--- src/rtl/mul_pkg.sv ---
// Shared definitions for the iterative multiply unit.
// Contents:
//   WIDTH_DEF      default operand/result width
//   MUL_* op codes RV32M multiply-group encodings carried on the op input
//   state_t        sequencer states of the iterative multiplier
package mul_pkg;

  localparam int WIDTH_DEF = 32;

  localparam logic [1:0] MUL_LO  = 2'b00;  // MUL    : low half, sign irrelevant
  localparam logic [1:0] MUL_HSS = 2'b01;  // MULH   : high half, signed x signed
  localparam logic [1:0] MUL_HSU = 2'b10;  // MULHSU : high half, signed x unsigned
  localparam logic [1:0] MUL_HUU = 2'b11;  // MULHU  : high half, unsigned x unsigned

  typedef enum logic [1:0] {
    IDLE = 2'd0,
    RUN  = 2'd1,
    FIX  = 2'd2,
    DONE = 2'd3
  } state_t;

endpackage

--- src/rtl/seq_multiplier_if.sv ---
// Request/response bundle between the execute stage and the multiplier.
// Signals:
//   start        request, sampled only while the unit is idle
//   op           operation select (see mul_pkg op codes)
//   multiplicand rs1 operand
//   multiplier   rs2 operand
//   result       selected product half, held until the next accepted start
//   ready        high only while idle; the pipeline stalls while low
//   done         one-cycle pulse when result becomes valid
// Modports: master = requester (pipeline), slave = multiplier.
interface seq_multiplier_if #(
  parameter int WIDTH = mul_pkg::WIDTH_DEF
);
  logic             start;
  logic [1:0]       op;
  logic [WIDTH-1:0] multiplicand;
  logic [WIDTH-1:0] multiplier;
  logic [WIDTH-1:0] result;
  logic             ready;
  logic             done;

  modport master (
    output start, op, multiplicand, multiplier,
    input  result, ready, done
  );

  modport slave (
    input  start, op, multiplicand, multiplier,
    output result, ready, done
  );
endinterface

--- src/rtl/seq_multiplier.sv ---
// Iterative radix-2 shift-add multiplier for MUL/MULH/MULHSU/MULHU.
// Operands are reduced to unsigned magnitudes on acceptance, multiplied over
// WIDTH iterations of one add + shift, and the sign is restored in one extra
// cycle. Fixed latency; no early exit.
// Ports:
//   clk    system clock, rising edge
//   reset  asynchronous, active-low; forces IDLE and clears all state
//   bus    seq_multiplier_if slave modport (start/op/operands in,
//          result/ready/done out)
module seq_multiplier
  import mul_pkg::*;
#(
  parameter int WIDTH = WIDTH_DEF,
  parameter int CNT_W = 6
) (
  input  logic            clk,
  input  logic            reset,
  seq_multiplier_if.slave bus
);

  // Two's complement at full product width; operand magnitudes use the low
  // WIDTH bits of the same operation.
  function automatic logic [2*WIDTH-1:0] twos_neg(input logic [2*WIDTH-1:0] x);
    return ~x + 1'b1;
  endfunction

  state_t               state_reg, state_next;
  logic [2*WIDTH-1:0]   acc_reg;
  logic [2*WIDTH-1:0]   mcand_reg;   // multiplicand, shifted to current bit weight
  logic [WIDTH-1:0]     mplier_reg;  // multiplier, consumed LSB first
  logic [CNT_W-1:0]     count_reg;
  logic                 neg_reg;
  logic [1:0]           op_reg;
  logic [WIDTH-1:0]     result_reg;

  logic                 a_signed, b_signed;
  logic                 a_neg, b_neg;
  logic [WIDTH-1:0]     a_mag, b_mag;
  logic [2*WIDTH-1:0]   acc_fixed;

  // Operand conditioning from the live request inputs (used only at acceptance).
  always_comb begin
    a_signed = (bus.op == MUL_HSS) || (bus.op == MUL_HSU);
    b_signed = (bus.op == MUL_HSS);
    a_neg    = a_signed && bus.multiplicand[WIDTH-1];
    b_neg    = b_signed && bus.multiplier[WIDTH-1];
    a_mag    = a_neg ? WIDTH'(twos_neg({{WIDTH{1'b0}}, bus.multiplicand})) : bus.multiplicand;
    b_mag    = b_neg ? WIDTH'(twos_neg({{WIDTH{1'b0}}, bus.multiplier}))   : bus.multiplier;
  end

  always_comb begin
    acc_fixed = neg_reg ? twos_neg(acc_reg) : acc_reg;
  end

  // State register
  always_ff @(posedge clk or negedge reset) begin
    if (!reset) state_reg <= IDLE;
    else        state_reg <= state_next;
  end

  // Next-state logic
  always_comb begin
    state_next = state_reg;
    case (state_reg)
      IDLE: if (bus.start) state_next = RUN;
      // count still holds 1 on the last iteration edge; it reaches 0 with it
      RUN:  if (count_reg == CNT_W'(1)) state_next = FIX;
      FIX:  state_next = DONE;
      DONE: state_next = IDLE;
      default: state_next = IDLE;
    endcase
  end

  // Outputs decoded from state only: no combinational path from inputs.
  always_comb begin
    bus.ready = (state_reg == IDLE);
    bus.done  = (state_reg == DONE);
  end

  assign bus.result = result_reg;

  // Datapath
  always_ff @(posedge clk or negedge reset) begin
    if (!reset) begin
      acc_reg    <= '0;
      mcand_reg  <= '0;
      mplier_reg <= '0;
      count_reg  <= '0;
      neg_reg    <= 1'b0;
      op_reg     <= MUL_LO;
      result_reg <= '0;
    end else begin
      case (state_reg)
        IDLE: begin
          if (bus.start) begin
            op_reg     <= bus.op;
            mcand_reg  <= {{WIDTH{1'b0}}, a_mag};
            mplier_reg <= b_mag;
            neg_reg    <= a_neg ^ b_neg;
            acc_reg    <= '0;
            count_reg  <= CNT_W'(WIDTH);
          end
        end
        RUN: begin
          if (mplier_reg[0]) acc_reg <= acc_reg + mcand_reg;
          mcand_reg  <= mcand_reg << 1;
          mplier_reg <= mplier_reg >> 1;
          count_reg  <= count_reg - CNT_W'(1);
        end
        FIX: begin
          acc_reg    <= acc_fixed;
          result_reg <= (op_reg == MUL_LO) ? acc_fixed[WIDTH-1:0]
                                           : acc_fixed[2*WIDTH-1:WIDTH];
        end
        default: ;
      endcase
    end
  end

endmodule

--- src/flat_wrapper.sv ---
// flat-port wrapper written by rule: the top's interface ports become plain ports
module seq_multiplier_flat import mul_pkg::*;
#(
  parameter int WIDTH = WIDTH_DEF,
  parameter int CNT_W = 6
)
  (clk, reset, bus_start, bus_op, bus_multiplicand, bus_multiplier, bus_result, bus_ready, bus_done);
  seq_multiplier_if #(.WIDTH(WIDTH)) bus_i ();
  input  logic clk;
  input  logic reset;
  input wire logic [$bits(bus_i.start)-1:0] bus_start;
  input wire logic [$bits(bus_i.op)-1:0] bus_op;
  input wire logic [$bits(bus_i.multiplicand)-1:0] bus_multiplicand;
  input wire logic [$bits(bus_i.multiplier)-1:0] bus_multiplier;
  output wire logic [$bits(bus_i.result)-1:0] bus_result;
  output wire logic [$bits(bus_i.ready)-1:0] bus_ready;
  output wire logic [$bits(bus_i.done)-1:0] bus_done;
  assign bus_i.start = bus_start;
  assign bus_i.op = bus_op;
  assign bus_i.multiplicand = bus_multiplicand;
  assign bus_i.multiplier = bus_multiplier;
  assign bus_result = bus_i.result;
  assign bus_ready = bus_i.ready;
  assign bus_done = bus_i.done;
  seq_multiplier #(.WIDTH(WIDTH), .CNT_W(CNT_W)) u_core (.clk(clk), .reset(reset), .bus(bus_i));
endmodule
--- config.mk ---
export PLATFORM = sky130hd
export DESIGN_NAME = seq_multiplier_flat
export DESIGN_NICKNAME = d
export VERILOG_FILES = /design/src/rtl/mul_pkg.sv /design/src/rtl/seq_multiplier_if.sv /design/src/rtl/seq_multiplier.sv /design/src/flat_wrapper.sv
export SDC_FILE = /design/constraint.sdc
export NUM_CORES = 1
export LEC_CHECK = 0
export ABC_CLOCK_PERIOD_IN_PS = 4200
export CAP_MARGIN = 10
export CORE_ASPECT_RATIO = 1.25
export CORE_MARGIN = 5
export CORE_UTILIZATION = 40
export CTS_BUF_LIST = sky130_fd_sc_hd__clkbuf_4 sky130_fd_sc_hd__clkbuf_8 sky130_fd_sc_hd__clkbuf_16
export CTS_CLUSTER_SIZE = 40
export DETAILED_ROUTE_END_ITERATION = 6
export SETUP_SLACK_MARGIN = 0.2
export SLEW_MARGIN = 20
export SYNTH_ARGS = -nofsm -noshare
export SYNTH_HDL_FRONTEND = slang
export SYNTH_SLANG_ARGS = --single-unit
--- constraint.sdc ---
create_clock -name clk -period 4.2 [get_ports clk]
set_clock_uncertainty 0.1 [all_clocks]
set_input_delay 1.05 -clock clk [delete_from_list [all_inputs] [get_ports clk]]
set_output_delay 1.05 -clock clk [all_outputs]
set_load 0.01 [all_outputs]
# --- Word level (Yosys, flattened, before mapping) ---
# Index checks and enable logic that the tools add are counted.
classes:
  add_sub_neg: 5
  n_mul: 0
  div: 0
  n_lt_le_gt_ge: 0
  n_eq_ne: 9
  shifts: 0
  n_mux: 16
  bitwise: 4
  reduce_logical: 11
op_table:
  columns: ["op", "n"]
  rows:
  - ["64-bit two-way mux", 4]
  - ["64-bit case mux with 3 select lines", 1]
  - ["32-bit two-way mux", 4]
  - ["64-bit case mux with 2 select lines", 1]
  - ["32-bit by 1-bit adder with 32-bit output (second input constant)", 2]
  - ["64-bit by 1-bit adder with 64-bit output (second input constant)", 1]
  - ["64-bit adder", 1]
  - ["32-bit inverter", 2]
  - ["64-bit inverter", 1]
  - ["32-bit case mux with 2 select lines", 1]
  - ["6-bit case mux with 2 select lines", 1]
  - ["2-bit case mux with 4 select lines", 1]
  - ["2-bit equality test (second input constant)", 3]
  - ["6-bit by 1-bit equality test with 1-bit output (second input constant)", 1]
  - ["6-bit two-way mux", 1]
  - ["2-bit AND reduction", 3]
  - ["6-bit by 1-bit subtractor with 6-bit output (second input constant)", 1]
  - ["2-bit by 1-bit equality test with 1-bit output (second input constant)", 2]
  - ["2-bit zero test", 2]
  - ["2-bit two-way mux", 2]
  - ["2-bit by 1-bit != test with 1-bit output (second input constant)", 2]
  - ["3-bit AND reduction", 1]
  - ["3-bit nonzero test", 1]
  - ["1-bit logical AND", 2]
  - ["other kinds (4)", 4]
word_totals:
  reg_bits: 203
  latch_bits: 0
  ram_bits: 0
  mem_bits_ro: 0
  output_inout_bits: 34
  n_memories: 0

# --- Logic depth before layout (Yosys ltp) ---
# Gate-level depths: netlist of run 1.
depth:
  depth_word: 6
  depth_mapped: 12
  ltp_nobuf: 12

# --- Least setup slack after synthesis of run 1 ---
# OpenSTA, ideal clock, no wires.
synth_timing:
  kind: "reg2reg"
  from: "register u_core.acc_reg[31]"
  to: "register u_core.result_reg[23] (netlist: u_core.bus.result[23])"
  arrival_time_ns: 3.567
  required_ns: 3.975
  slack_ns: 0.408
  path_stages_with_launch: 12
  path_buffers: 2
  synth_period_minus_slack_ns: 3.792
  path_cell_list: "dfrtp_1 -> or4_1 -> or3_4 -> or4_4 -> or4_1 -> buf_2 -> or3_1 -> buf_6 -> o41ai_4 -> xor2_1 -> mux2i_1 -> mux2_2"
synth_via:
  elab_chain_cells: 4
synth_rtl:
  columns: ["item", "line", "source"]
  rows:
  - ["start: declaration", "seq_multiplier.sv:28", "logic [2*WIDTH-1:0] acc_reg;"]
  - ["start signal: assignment", "seq_multiplier.sv:105", "if (mplier_reg[0]) acc_reg <= acc_reg + mcand_reg;"]
  - ["start signal: assignment", "seq_multiplier.sv:111", "acc_reg <= acc_fixed;"]
  - ["64-bit inverter", "seq_multiplier.sv:24", "return ~x + 1'b1;"]
  - ["64-bit by 1-bit adder with 64-bit output", "seq_multiplier.sv:24", null]
  - ["64-bit two-way mux", "seq_multiplier.sv:52", "acc_fixed = neg_reg ? twos_neg(acc_reg) : acc_reg;"]
  - ["32-bit two-way mux", "seq_multiplier.sv:112", "result_reg <= (op_reg == MUL_LO) ? acc_fixed[WIDTH-1:0]"]
  - ["end signal: assignment", "seq_multiplier.sv:112", null]
  - ["end: declaration", "seq_multiplier.sv:34", "logic [WIDTH-1:0] result_reg;"]
# No other way between the ends.
# A chain may end at the register's enable or synchronous reset.

# --- Worst setup path after layout of run 1 ---
layout_timing:
  from: "register u_core.acc_reg[30]"
  to: "register u_core.result_reg[23] (netlist: u_core.bus.result[23])"
# Same word-level chain as after synthesis.

==> reports/qor.yml, run 1 <==
core_area_um2: 37940
diodes: 0
synthArstFlopShare_pct: 100.0
path_max_fanout: 7
grt-ovfl-total: 0
ir_worst_vdd_mv: 0.4959
hold_violations: 0
status: "finished, final reports clean"
synth_edf_count: 0
dp_slack_ns: 0.05125
placed_area_um2: 17260
max_freq_mhz: 259.8
ioPinCount: 103
min_period_ns: 3.849
yosysSeqAreaShare_pct: 33.38
hold_ws_ns: 0.3782
drt-wirelength-per-cell_um: 19.05
firstDrtPassIters: 6
cts_root_buffer: "clkbuf_16"
rows: 80
portBuffers: 102
clk_pin_slew_worst_paths_ns: 0.06
layout_setup_ws_ns: 0.3513
antenna_found_initial: 0
power_mw: 13.16
routabilityCongestion: 0.9222
drc: 0
synth-seq-cells: 203
synth.avg_cell_area_um2: 8.017
wl_um: 48020
fin_util_pct: 47.90
dieArea_um2: 42070
yosysUniqueCellTypes: 64
synthCells: 1898
maxSlewViolCount: 0
cp-end-kind: "register"
numClockSinks: 203
hold_buffers: 0
relSlewSlack_pct: 50.62
die_x_um: 184.5
dp_hpwl_um: 36370
synth_flop_cell: "dfrtp_1"
grt_pass1_vias: 14230
netlist_top_cells_area: "dfrtp_1, o21ai_0, a21oi_1"
setup_tns_ns: 0
fp.dieH_um: 228.1
htree_levels: 1
clock_latency_ns: 0.55
vias: 14430
fillCellCount: 3747
rsz0062_at_grt: "true"
final_cells: 2521
p_per_area_nw_per_um2: 724.4
grt.total_usage_pct: 22.42
worstSetupPathType: "reg2reg"
drive_gt1_share_pct: 9.611
via_per_inst: 5.724
yosysTopAreaCell: "dfrtp_1"
worstPathArrival_ns: 4.18
nets: 2155
syn-cell-area_um2: 15220
first_iter_violations: 869
yosysWarnings: 0
clockBufferDepth: 3
max_slew.worst_pin.slew_ns: 0.7389
period_share_pct: 91.64
cp.required_ns: 4.53
ant_nets: 0
area_growth_pct: 19.42
cap_violations: 0
grt_pass1_wl_um: 77310
start_util_pct: 40.11
finalInstanceArea_um2: 18170
grt_max_degree: 137
cts_tree: "done"
netlist.area_leader.share_pct: 33.38
synth_most_common_cell: "nand2_1"
worstSetupStartpointType: "register"
cts_buffers: 25
synth_nets: 2041
hold_class: "reg2reg"
leakage_nw: 7.763
place_inst: 2475
netlist_top_cells_count: "nand2_1, o21ai_0, a21oi_1"
setup_viol: 0
## kinds of logic (layout without fill, tap and decap cells)
kind of cell	count (synthesis)	in the layout	share of synthesized area (%)
AOI/OAI and AO/OA	684	684	27.51
muxes	27	27	1.899
DFF	203	203	33.38
and+or+nand+nor	564	564	16.81
adders and majority gates	74	74	6.134
buffers and inverters	174	305	4.366
xor gates and xnor gates	172	172	9.900
## path summary, 6_finish.rpt
path,start,to,slack [ns],cells after the start
min in group asynchronous,reset,u_core.mcand_reg[39],0.41,1
max,u_core.acc_reg[30],u_core.bus.result[23],0.35,9
max reg2reg,u_core.acc_reg[30],u_core.bus.result[23],0.35,9
min reg2reg,u_core.mplier_reg[24],u_core.mplier_reg[24],0.38,2
min,u_core.mplier_reg[24],u_core.mplier_reg[24],0.38,2
max in group asynchronous,reset,u_core.neg_reg,2.75,2
## what timing repair did
item,CTS,global route
pin swaps,1,2
endpoints found under the setup margin,3,16
hold endpoints to repair,0,0
gates resized for setup,1,14
buffers inserted,1,1
## final cells by class
cell class | instances | area [um^2] | area share, %
clock buffers | 31 | 683.2 | 3.759
clock inverters | 13 | 150.1 | 0.8262
inverters | 57 | 214.0 | 1.177
multi-input cells | 1521 | 9575 | 52.69
flip-flops and latches | 203 | 5081 | 27.96
well taps | 492 | 615.6 | 3.387
repair buffers | 204 | 1853 | 10.20
## report_power, final
group	total, mW	switching [mW]	leakage (nW)	internal, mW
Combinational	7.51	4.65	4.67	2.85
Sequential	3.42	0.760	2.68	2.66
Clock	2.23	0.897	0.419	1.34
Total	13.2	6.31	7.76	6.85
## per-layer routing
layer  GRT usage [%]  part of all wire, %  up-vias
met3           2.518                  4.1      107
met4           8.160                  4.0        0
met5               0                    0        -
li1                -                    -     7102
met2           38.74                   49      373
met1           28.77                   43     6849
## critical path: stages (launching register included)
cell     delay, ns
dfrtp_1       0.44
or4_1         0.54
or3_4         0.36
or4_4         0.51
or4_1         0.53
or3_4         0.43
o41ai_4       0.23
xor2_1        0.22
mux2i_1       0.10
mux2_2        0.28
## layout by cell type, fill, tap and decap left out, types with 71 or more instances in the layout
master           netlist  layout
nand2_1              255     255
o21ai_0              224     222
a21oi_1              214     212
dfrtp_1              203     202
nor2_1               116     115
clkdlybuf4s50_1        0     101
buf_4                  0      97
xor2_1                94      94
xnor2_1               78      78
ha_1                  73      71
Power figures use the tool's default switching activity.
==> run 2, diff against run 1 <==
--- a/config.mk
+++ b/config.mk
@@ -9,7 +9,7 @@
 export CAP_MARGIN = 10
 export CORE_ASPECT_RATIO = 1.25
 export CORE_MARGIN = 5
-export CORE_UTILIZATION = 40
+export CORE_UTILIZATION = 45
 export CTS_BUF_LIST = sky130_fd_sc_hd__clkbuf_4 sky130_fd_sc_hd__clkbuf_8 sky130_fd_sc_hd__clkbuf_16
 export CTS_CLUSTER_SIZE = 40
 export DETAILED_ROUTE_END_ITERATION = 6
==> run 2 against run 1 <==
Register-to-register slack worse by 0.05 ns. Die area is 11% lower. Via count is 1.6% lower. Routed wire length is 3.8% lower. Total power is 0.52% lower. Cell area is 0.50% lower. Global-route usage is 1.9 points higher. Combinational power is 1% lower. Count of clock-buffer cells in the layout is 9 higher. Sequential power hardly changed. Highest routed layer unchanged.
==> reports/qor.yml, run 2 (synthesized netlist as in run 1, its figures left out) <==
via_per_inst: 5.795
cp-end-kind: "register"
setup_viol: 0
die_x_um: 174.5
grt_pass1_vias: 14010
vias: 14200
drive_gt1_share_pct: 9.423
worstPathArrival_ns: 4.23
grt.total_usage_pct: 24.32
antenna_found_initial: 0
max_slew.worst_pin.slew_ns: 0.8935
leakage_nw: 7.772
max_freq_mhz: 256.2
final_cells: 2450
firstDrtPassIters: 5
min_period_ns: 3.903
path_max_fanout: 7
routabilityCongestion: 0.9079
clock_latency_ns: 0.55
fin_util_pct: 53.98
multi_input_area_um2: 9563
ant_nets: 0
relSlewSlack_pct: 40.43
cts_root_buffer: "clkbuf_16"
maxSlewViolCount: 0
clockBufferDepth: 3
status: "finished, final reports clean"
cts_tree: "done"
p_per_area_nw_per_um2: 724.2
drt-wirelength-per-cell_um: 18.84
cp.required_ns: 4.53
htree_levels: 1
final_common_cell: "nand2_1"
hold_buffers: 0
rsz0062_at_grt: "true"
ioPinCount: 103
core_area_um2: 33500
regArea_um2: 5081
mostFrequentLayoutCells: "nand2_1, o21ai_0, a21oi_1"
power_mw: 13.10
worstSetupPathType: "reg2reg"
period_share_pct: 92.93
nets: 2152
clk_pin_slew_worst_paths_ns: 0.06
dieArea_um2: 37620
ir_worst_vdd_mv: 0.4723
diodes: 0
hold_class: "reg2reg"
grt-ovfl-total: 0
numClockSinks: 203
grt_max_degree: 103
fillCellCount: 3171
wl_um: 46170
grt_pass1_wl_um: 74980
cts_buffers: 25
rows: 75
cap_violations: 0
hold_violations: 0
drc: 0
fp.dieH_um: 215.6
worstSetupStartpointType: "register"
dp_hpwl_um: 35330
place_inst: 2404
start_util_pct: 45.42
area_growth_pct: 18.83
setup_tns_ns: 0
first_iter_violations: 839
portBuffers: 102
[run 2: cell count changes in the layout (fill, tap and decap cells not counted), sizes merged]
cell      delta
clkbuf       +9
buf          -3
clkinvlp     -1
bufinv       -1
clkinv       -6
[run 2: repair_timing]
action	CTS	global route
buffers inserted	0	1
pin swaps	0	4
setup endpoints to repair	4	10
gates resized for setup	3	12
[run 2: routing by layer]
layer  vias to the layer above  share of wire (%)  global-route usage [%]
li1                       7078                  -                       -
met5                         -                  0                       0
met4                         0                4.7                   10.17
met2                       339                 50                   43.31
met3                        92                4.4                   2.870
met1                      6689                 41                   29.72
[run 2: metrics by stage]
stage | setup slack, ns | hold slack (ns) | area, um^2
after floorplan | 0.4078 | 0.3496 | 15220
after global placement | -0.08545 | 0.3631 | 17150
after detailed placement | -0.1001 | 0.3741 | 17150
after CTS | 0.2414 | 0.3867 | 18030
after global routing | 0.1646 | 0.3959 | 18080
final | 0.2970 | 0.3806 | 18080
[run 2: critical path, stage by stage (launching register included)]
cell and delay, ns:
dfrtp_1 0.37, buf_4 0.15, or4_4 0.48, or3_4 0.36, or4_4 0.45, or4_4 0.51
or3_4 0.46, o41ai_4 0.31, xor2_1 0.23, mux2i_1 0.09, mux2_2 0.27
[run 2: area by class of cell]
| type | count | area share (%) |
|---|---|---|
| multi-input cells | 1521 | 52.89 |
| flip-flops and latches | 203 | 28.10 |
| repair buffers | 201 | 10.05 |
| clock buffers | 40 | 4.394 |
| well taps | 423 | 2.927 |
| inverters | 57 | 1.183 |
| clock inverters | 5 | 0.4567 |
[run 2: final timing paths]
check,slack (ns),end,startpoint,depth (start not counted)
max,0.30,u_core.bus.result[23],u_core.acc_reg[29],10
min,0.38,u_core.mplier_reg[9],u_core.mplier_reg[9],2
max reg2reg,0.30,u_core.bus.result[23],u_core.acc_reg[29],10
min reg2reg,0.38,u_core.mplier_reg[9],u_core.mplier_reg[9],2
max in group asynchronous,2.55,u_core.neg_reg,reset,2
min in group asynchronous,0.46,u_core.mcand_reg[40],reset,1
[run 2: power breakdown]
part / total (mW) / leakage [nW] / switching, mW / internal [mW]
combinational: 7.41 / 4.65 / 4.59 / 2.83
sequential: 3.41 / 2.68 / 0.745 / 2.66
clock: 2.27 / 0.441 / 0.862 / 1.41
total: 13.1 / 7.77 / 6.19 / 6.90
